[config.mk]
export PLATFORM = sky130hd
export DESIGN_NAME = lc3_writeback_stage
export DESIGN_NICKNAME = d
export VERILOG_FILES = /design/src/rtl/lc3_pkg.sv /design/src/rtl/lc3_regfile.sv /design/src/rtl/lc3_writeback_stage.sv
export SDC_FILE = /design/constraint.sdc
export NUM_CORES = 1
export LEC_CHECK = 0
export CAP_MARGIN = 10
export CELL_PAD_IN_SITES_DETAIL_PLACEMENT = 0
export CELL_PAD_IN_SITES_GLOBAL_PLACEMENT = 1
export CORE_MARGIN = 2
export CORE_UTILIZATION = 44
export DETAILED_ROUTE_END_ITERATION = 10
export MAX_ROUTING_LAYER = met4
export PLACE_DENSITY = 0.87
export SLEW_MARGIN = 20
export SYNTH_ARGS = -nofsm -noshare
export SYNTH_HDL_FRONTEND = slang
export SYNTH_SLANG_ARGS = --single-unit
[constraint.sdc]
create_clock -name clk -period 6.6 [get_ports clk]
set_clock_uncertainty 0.2 [all_clocks]
set_input_delay 0.99 -clock clk [delete_from_list [all_inputs] [get_ports clk]]
set_output_delay 0.99 -clock clk [all_outputs]
set_load 0.1 [all_outputs]
[src/rtl/lc3_pkg.sv]
// rtl/lc3_pkg.sv - shared LC-3 datapath widths, select/ALUK encodings and NZP helpers
package lc3_pkg;

  localparam int DATA_W   = 16;
  localparam int REG_AW   = 3;
  localparam int NUM_REGS = 1 << REG_AW;

  localparam logic [1:0] SEL_ALU  = 2'd0;
  localparam logic [1:0] SEL_MEM  = 2'd1;
  localparam logic [1:0] SEL_PC   = 2'd2;
  localparam logic [1:0] SEL_RSVD = 2'd3;

  typedef enum logic [1:0] {
    ALUK_ADD   = 2'd0,
    ALUK_AND   = 2'd1,
    ALUK_NOT   = 2'd2,
    ALUK_PASSA = 2'd3
  } aluk_e;

  localparam logic [2:0] NZP_RESET = 3'b010;

  // Exactly one bit is set for any input value.
  function automatic logic [2:0] nzp_of(input logic [DATA_W-1:0] d);
    if (d == '0)            return 3'b010;
    else if (d[DATA_W-1])   return 3'b100;
    else                    return 3'b001;
  endfunction

endpackage

[src/rtl/lc3_regfile.sv]
// rtl/lc3_regfile.sv - 8x16 register file, two async read ports, one sync write port
module lc3_regfile
  import lc3_pkg::*;
(
  input  logic              clk,
  input  logic              rst_n,
  input  logic              we,
  input  logic [REG_AW-1:0] waddr,
  input  logic [DATA_W-1:0] wdata,
  input  logic [REG_AW-1:0] raddr1,
  output logic [DATA_W-1:0] rdata1,
  input  logic [REG_AW-1:0] raddr2,
  output logic [DATA_W-1:0] rdata2
);

  logic [DATA_W-1:0] mem [NUM_REGS];

  always_ff @(posedge clk or negedge rst_n) begin
    if (!rst_n) begin
      for (int i = 0; i < NUM_REGS; i++) mem[i] <= '0;
    end else if (we) begin
      mem[waddr] <= wdata;
    end
  end

  assign rdata1 = mem[raddr1];
  assign rdata2 = mem[raddr2];

endmodule

[src/rtl/lc3_writeback_stage.sv]
// rtl/lc3_writeback_stage.sv - LC-3 writeback: result latch, register file commit, NZP, bypassed reads
module lc3_writeback_stage
  import lc3_pkg::*;
#(
  parameter int DATA_W = lc3_pkg::DATA_W,
  parameter int REG_AW = lc3_pkg::REG_AW
) (
  input  logic              clk,
  input  logic              rst_n,
  input  logic              in_valid,
  input  logic [REG_AW-1:0] in_dr,
  input  logic [1:0]        in_data_sel,
  input  logic [DATA_W-1:0] in_alu,
  input  logic [DATA_W-1:0] in_mem,
  input  logic [DATA_W-1:0] in_pc,
  input  logic              in_ld_reg,
  input  logic              in_ld_cc,
  input  logic              flush,
  input  logic [REG_AW-1:0] sr1,
  input  logic [REG_AW-1:0] sr2,
  output logic [DATA_W-1:0] sr1_data,
  output logic [DATA_W-1:0] sr2_data,
  output logic              wb_valid,
  output logic [REG_AW-1:0] wb_dr,
  output logic [DATA_W-1:0] wb_data,
  output logic              n,
  output logic              z,
  output logic              p,
  output logic              sel_err
);

  logic              capture;
  logic [DATA_W-1:0] cap_data;
  logic              wb_ld_reg;
  logic              wb_ld_cc;
  logic [2:0]        nzp;
  logic              rf_we;
  logic [DATA_W-1:0] rf_rdata1;
  logic [DATA_W-1:0] rf_rdata2;

  assign capture = in_valid && !flush;

  always_comb begin
    cap_data = '0;
    case (in_data_sel)
      SEL_ALU: cap_data = in_alu;
      SEL_MEM: cap_data = in_mem;
      SEL_PC:  cap_data = in_pc;
      default: cap_data = '0;
    endcase
  end

  // Capture of the new entry and commit of the latched one share the same edge.
  always_ff @(posedge clk or negedge rst_n) begin
    if (!rst_n) begin
      wb_valid  <= 1'b0;
      wb_dr     <= '0;
      wb_data   <= '0;
      wb_ld_reg <= 1'b0;
      wb_ld_cc  <= 1'b0;
      nzp       <= NZP_RESET;
      sel_err   <= 1'b0;
    end else begin
      wb_valid <= capture;
      if (capture) begin
        wb_dr     <= in_dr;
        wb_data   <= cap_data;
        wb_ld_reg <= in_ld_reg;
        wb_ld_cc  <= in_ld_cc;
        if (in_data_sel == SEL_RSVD) sel_err <= 1'b1;
      end
      if (wb_valid && wb_ld_cc) nzp <= nzp_of(wb_data);
    end
  end

  assign rf_we = wb_valid && wb_ld_reg;

  lc3_regfile u_rf (
    .clk    (clk),
    .rst_n  (rst_n),
    .we     (rf_we),
    .waddr  (wb_dr),
    .wdata  (wb_data),
    .raddr1 (sr1),
    .rdata1 (rf_rdata1),
    .raddr2 (sr2),
    .rdata2 (rf_rdata2)
  );

  assign sr1_data = (rf_we && wb_dr == sr1) ? wb_data : rf_rdata1;
  assign sr2_data = (rf_we && wb_dr == sr2) ? wb_data : rf_rdata2;

  assign n = nzp[2];
  assign z = nzp[1];
  assign p = nzp[0];

endmodule

After elaboration in Yosys (flattened, before gate mapping)
Index checks and enable logic that the tools add are counted. W data, S select, Z words.

Register bits: 154. Output and inout bits: 56. Bits of input ports: 65. Word-level logic and storage cells: 51.

Reduce and logical (&&, ||, !) cells: 10. $lt $le $gt $ge: 4. Equality and inequality tests: 5. Multiplexer cells: 14. Bitwise logic cells: 3.

Operators by type and width (number): $bwmux W128 (1); $mux W16 (7); $bmux W16 S3 (2); $demux W16 S3 (1); $pmux W16 S3 (1); $logic_not A16 Y1 (1); $ge A4 B4 Y1 const B (3); $not A3 Y4 (3); $eq A3 B3 Y1 (2); $logic_and A1 B1 Y1 (6); $mux W3 (2); $eq A2 B2 Y1 const B (2); $lt A4 B1 Y1 const B (1); $eq A2 B1 Y1 const B (1); $logic_not A2 Y1 (1); $reduce_and A2 Y1 (1); $logic_not A1 Y1 (1).

Longest topological paths before layout
Depth after elaboration: 6. Gate-level depth with buffers: 6. Gate-level depth less buffers: 4.

Cells and area by module
Synthesis repeated with hierarchy kept, for this count alone.

Cell total of the unflattened synthesis: 567. Area, all modules: 8769.7 um2.

Modules (own cells, without submodules): lc3_regfile (instances 1, sequential area each 3203.1 um2, cells an instance 393, area each 7000.5 um2); lc3_writeback_stage (instances 1, sequential area each 651.9 um2, cells an instance 174, area each 1769.2 um2).

Least setup slack after synthesis
Ideal clock, no wire load.

Kind: input port to output port. From: input sr1[1]. To: output sr1_data[0]. Stages on the path: 5. Path slack: 2.865 ns. Arrival: 2.545 ns. Data required time: 5.410 ns. Path buffers: 2. Cells stage by stage: clkbuf_1 -> clkbuf_1 -> mux4_1 -> mux2_2 -> mux2_2.

Word-level cells in the longest chain between the ends: 5. Elaborated cells between the ends (all ways): 7. Classes of those cells: 1 x eq/ne; 4 x mux; 1 x bitwise; 1 x reduce/logical.

RTL lines: start: declaration (RTL line lc3_writeback_stage.sv:19) `input logic [REG_AW-1:0] sr1,`; $not A3 Y4 (implied by the code) (RTL line lc3_regfile.sv:26) `assign rdata1 = mem[raddr1];`; $bmux W16 S3 (RTL line lc3_regfile.sv:26); $mux W16 (implied by the code) (2 in series) (RTL line lc3_regfile.sv:26); $mux W16 (*) (RTL line lc3_writeback_stage.sv:90) `assign sr1_data = (rf_we && wb_dr == sr1) ? wb_data : rf_rdata1;`; end: declaration (RTL line lc3_writeback_stage.sv:21) `output logic [DATA_W-1:0] sr1_data,`.

Every way passes the cells marked *; elsewhere a longest branch is shown, timed or not. The select of a mux whose other input is x is not followed.

Worst setup path after layout
From: input sr2[0]. To: output sr2_data[3].

Word-level cells in the longest chain between the ends: 5. Elaborated cells between the ends (all ways): 7. Classes of those cells: 1 x eq/ne; 4 x mux; 1 x bitwise; 1 x reduce/logical.

RTL lines: start: declaration (RTL line lc3_writeback_stage.sv:20) `input logic [REG_AW-1:0] sr2,`; $not A3 Y4 (implied by the code) (RTL line lc3_regfile.sv:27) `assign rdata2 = mem[raddr2];`; $bmux W16 S3 (RTL line lc3_regfile.sv:27); $mux W16 (implied by the code) (2 in series) (RTL line lc3_regfile.sv:27); $mux W16 (*) (RTL line lc3_writeback_stage.sv:91) `assign sr2_data = (rf_we && wb_dr == sr2) ? wb_data : rf_rdata2;`; end: declaration (RTL line lc3_writeback_stage.sv:22) `output logic [DATA_W-1:0] sr2_data,`.

Marked as above.

==> metrics.md <==
| Metric | Value |
|---|---|
| Clk Latency, worst-skew pair | 0.43 ns |
| Top-area cell type share of the netlist area | between 40% and 50% |
| Root Driver | clkbuf_16 |
| Nets | about 740 |
| Pwr Total | about 3.5 mW |
| Share of layout cells above drive strength 1 | between 30 and 40% |
| CP Class | primary input to output pin |
| Input/output buffers | 120 |
| Crit path capture type | output pin |
| Fmax achieved | 0.2105 GHz |
| H-tree levels | 4 |
| Inserted Diodes | 0 |
| HP Class | flip-flop to flip-flop |
| Fin area | roughly 0.011 sq mm |
| Core Footprint | 0.01953 sq mm |
| Final setup viols | 0 |
| Max_slew headroom | 33.92% |
| Synth Net Count | roughly 650 |
| EDFF count, synth | 0 |
| Clock transition at path regs | ~0.060 ns |
| Clk sink count | 154 |
| Detailed Route WL | about 22000 um |
| Setup tns final | 0 ns |
| TritonCTS clock tree | done |
| Die X | 145.1 um |
| Post-cts sizing count | 0 |
| Seq/Total Area, Yosys | 43.99% |
| # IOs | 121 |
| Post CTS Setup Buffer Count | 0 |
| Run status | finished, final reports clean |
| # rows | 51 |
| Placed insts | 923 |
| Grt total ovfl | 0 |
| Num CTS Buffers | 17 |
| First-pass GRT wire length | 34310 um |
| Maxcap violations | 0 |
| TritonRoute pass-1 iters | 4 |
| Unrepaired setup endpoints after global routing | no |
| Worst EP arrival | around 3.6 ns |
| Routability cong. | between 0.7 and 0.8 |
| Vias in the first global route | a little under 6000 |
| Biggest register | u_rf.mem |
| Antenna viol nets, final | 0 |
| Die area | about 0.021 sq mm |
| Fin cells | 955 |
| CTS Buffer Depth | 2 |
| Slew Viols, Final | 0 |
| Power per cell area | about 330 mW/mm^2 |
| Worst-Margin Slew | around 1 ns |
| Largest area contributor in the synthesized netlist | dfrtp_1 |
| Final Cycle Share | slightly above 70% |
| Syn_area_per_cell | between 10 and 15 sq um |
| Worst Hold Slack | around 0.28 ns |
| DRT iter0 DRCs | 263 |
| Mapped Cells | 586 |
| Main synth FF type | dfrtp_1 |
| GRT Resource Usage Total | between 20% and 30% |
| Largest net degree at the start of global routing | 94 |
| Initial Util | around 45% |
| Dpl ws | roughly 1.9 ns |
| Detail Placement HPWL | 13920 um |
| Crit-path max FO | 33 |
| FFs w/ async S/R, synth | 100.0% |
| Ranking of synthesized cells by area | dfrtp_1, mux2_2, mux4_1 |
| Finished Core Util | between 50% and 60% |
| Post-layout min period | ~4.8 ns |
| Drt wl/cell | around 23 um |
| Biggest regs | u_rf.mem (128), wb_data (16) |
| Worst vdd ir | between 0.2 and 0.25 mV |
| Crit path launch type | primary input |
| Initial antenna violation count | 0 |
| #FFs+latches synth | between 150 and 200 |
| Hold_buf cts | 0 |
| Synthesized area | just under 0.009 sq mm |
| Detailed-route via count | approximately 5600 |
| Final Hold Viols | 0 |
| WP data required | roughly 5.4 ns |
| Yosys warns | 0 |
| Post-DP Area | 0.009996 sq mm |
| Post-synthesis cell type count | 28 |
| Vias per cell | 5.826 |
| P_leak | 5.075 nW |
| Die height | about 150 um |
| Drt drc | 0 |
| Largest register FFs | roughly 130 |
| Layout area overhead | 21.02% |
| Post-route setup slack | 1.848 ns |
==> critical path, cell delays in order <==
cell,delay (ns)
clkdlybuf4s50_1,0.46
buf_4,0.50
xnor2_1,0.19
nand4_1,0.44
buf_4,0.39
mux2_2,0.27
buf_4,0.30
==> area by class of cell <==
type                    count  area (sq um)
inverters                   1         3.754
repair buffers            132          1207
multi-input cells         371          4613
flip-flops and latches    154          3855
clock inverters             6         85.08
fillers                  1629          8921
well taps                 265         331.6
clock buffers              26         509.2
==> layer usage <==
metal,vias up,track usage (%),routed length (um)
met3,31,4.623,1073
met1,2910,27.23,9286
met2,161,36.60,11270
met5,-,-,0
li1,2462,-,-
met4,0,6.127,335
==> power by group <==
group          internal, mW  switching, mW
logic                 0.480          0.725
clock network         0.606          0.372
registers              1.13          0.169
total                  2.21           1.27
==> kinds of logic after synthesis <==
group | Yosys count | synth area share, %
simple gates | 57 | 2.898
compound gates | 35 | 2.770
flops | 154 | 43.99
mux | 273 | 45.86
xor+xnor | 6 | 0.5997
buf+inv | 61 | 3.883
==> cells in the final DEF, fill, tap and decap left out, types with 2 or more instances in the layout <==
master	netlist	routed
clkdlybuf4s50_1	0	86
mux2_2	192	192
buf_4	7	44
clkbuf_8	0	5
nor2_4	0	6
mux2i_1	16	16
bufinv_16	0	2
nor4_1	4	4
dfrtp_1	153	153
clkbuf_16	0	17
o21ai_0	7	7
clkinv_2	0	2
or3_1	2	2
nand4_1	3	3
xnor2_1	6	6
o21ai_1	10	10
nand2b_1	3	3
mux4_1	64	64
a2bb2oi_1	16	16
clkbuf_1	34	4
nand2_1	34	34
clkinvlp_4	0	2
==> synthesized netlist by cell type, types with 2 or more instances <==
master / instances
a2bb2oi_1: 16
buf_2: 8
buf_4: 7
buf_6: 10
clkbuf_1: 34
dfrtp_1: 153
mux2_2: 192
mux2i_1: 16
mux4_1: 64
nand2_1: 34
nand2b_1: 3
nand4_1: 3
nor2_1: 7
nor4_1: 4
o21ai_0: 7
o21ai_1: 10
or3_1: 2
xnor2_1: 6
==> worst paths after layout <==
kind                           from       endpoint  slack, ns  cells after the start
max                          sr2[0]    sr2_data[3]       1.85                      7
min                        wb_ld_cc       wb_ld_cc       0.28                      2
max reg2reg                wb_dr[1]  u_rf.mem[126]       4.17                      3
min reg2reg                wb_ld_cc       wb_ld_cc       0.28                      2
max in group asynchronous     rst_n   u_rf.mem[55]       4.43                      2
min in group asynchronous     rst_n     wb_data[7]       0.42                      1
(Power assumes the default switching activity.)
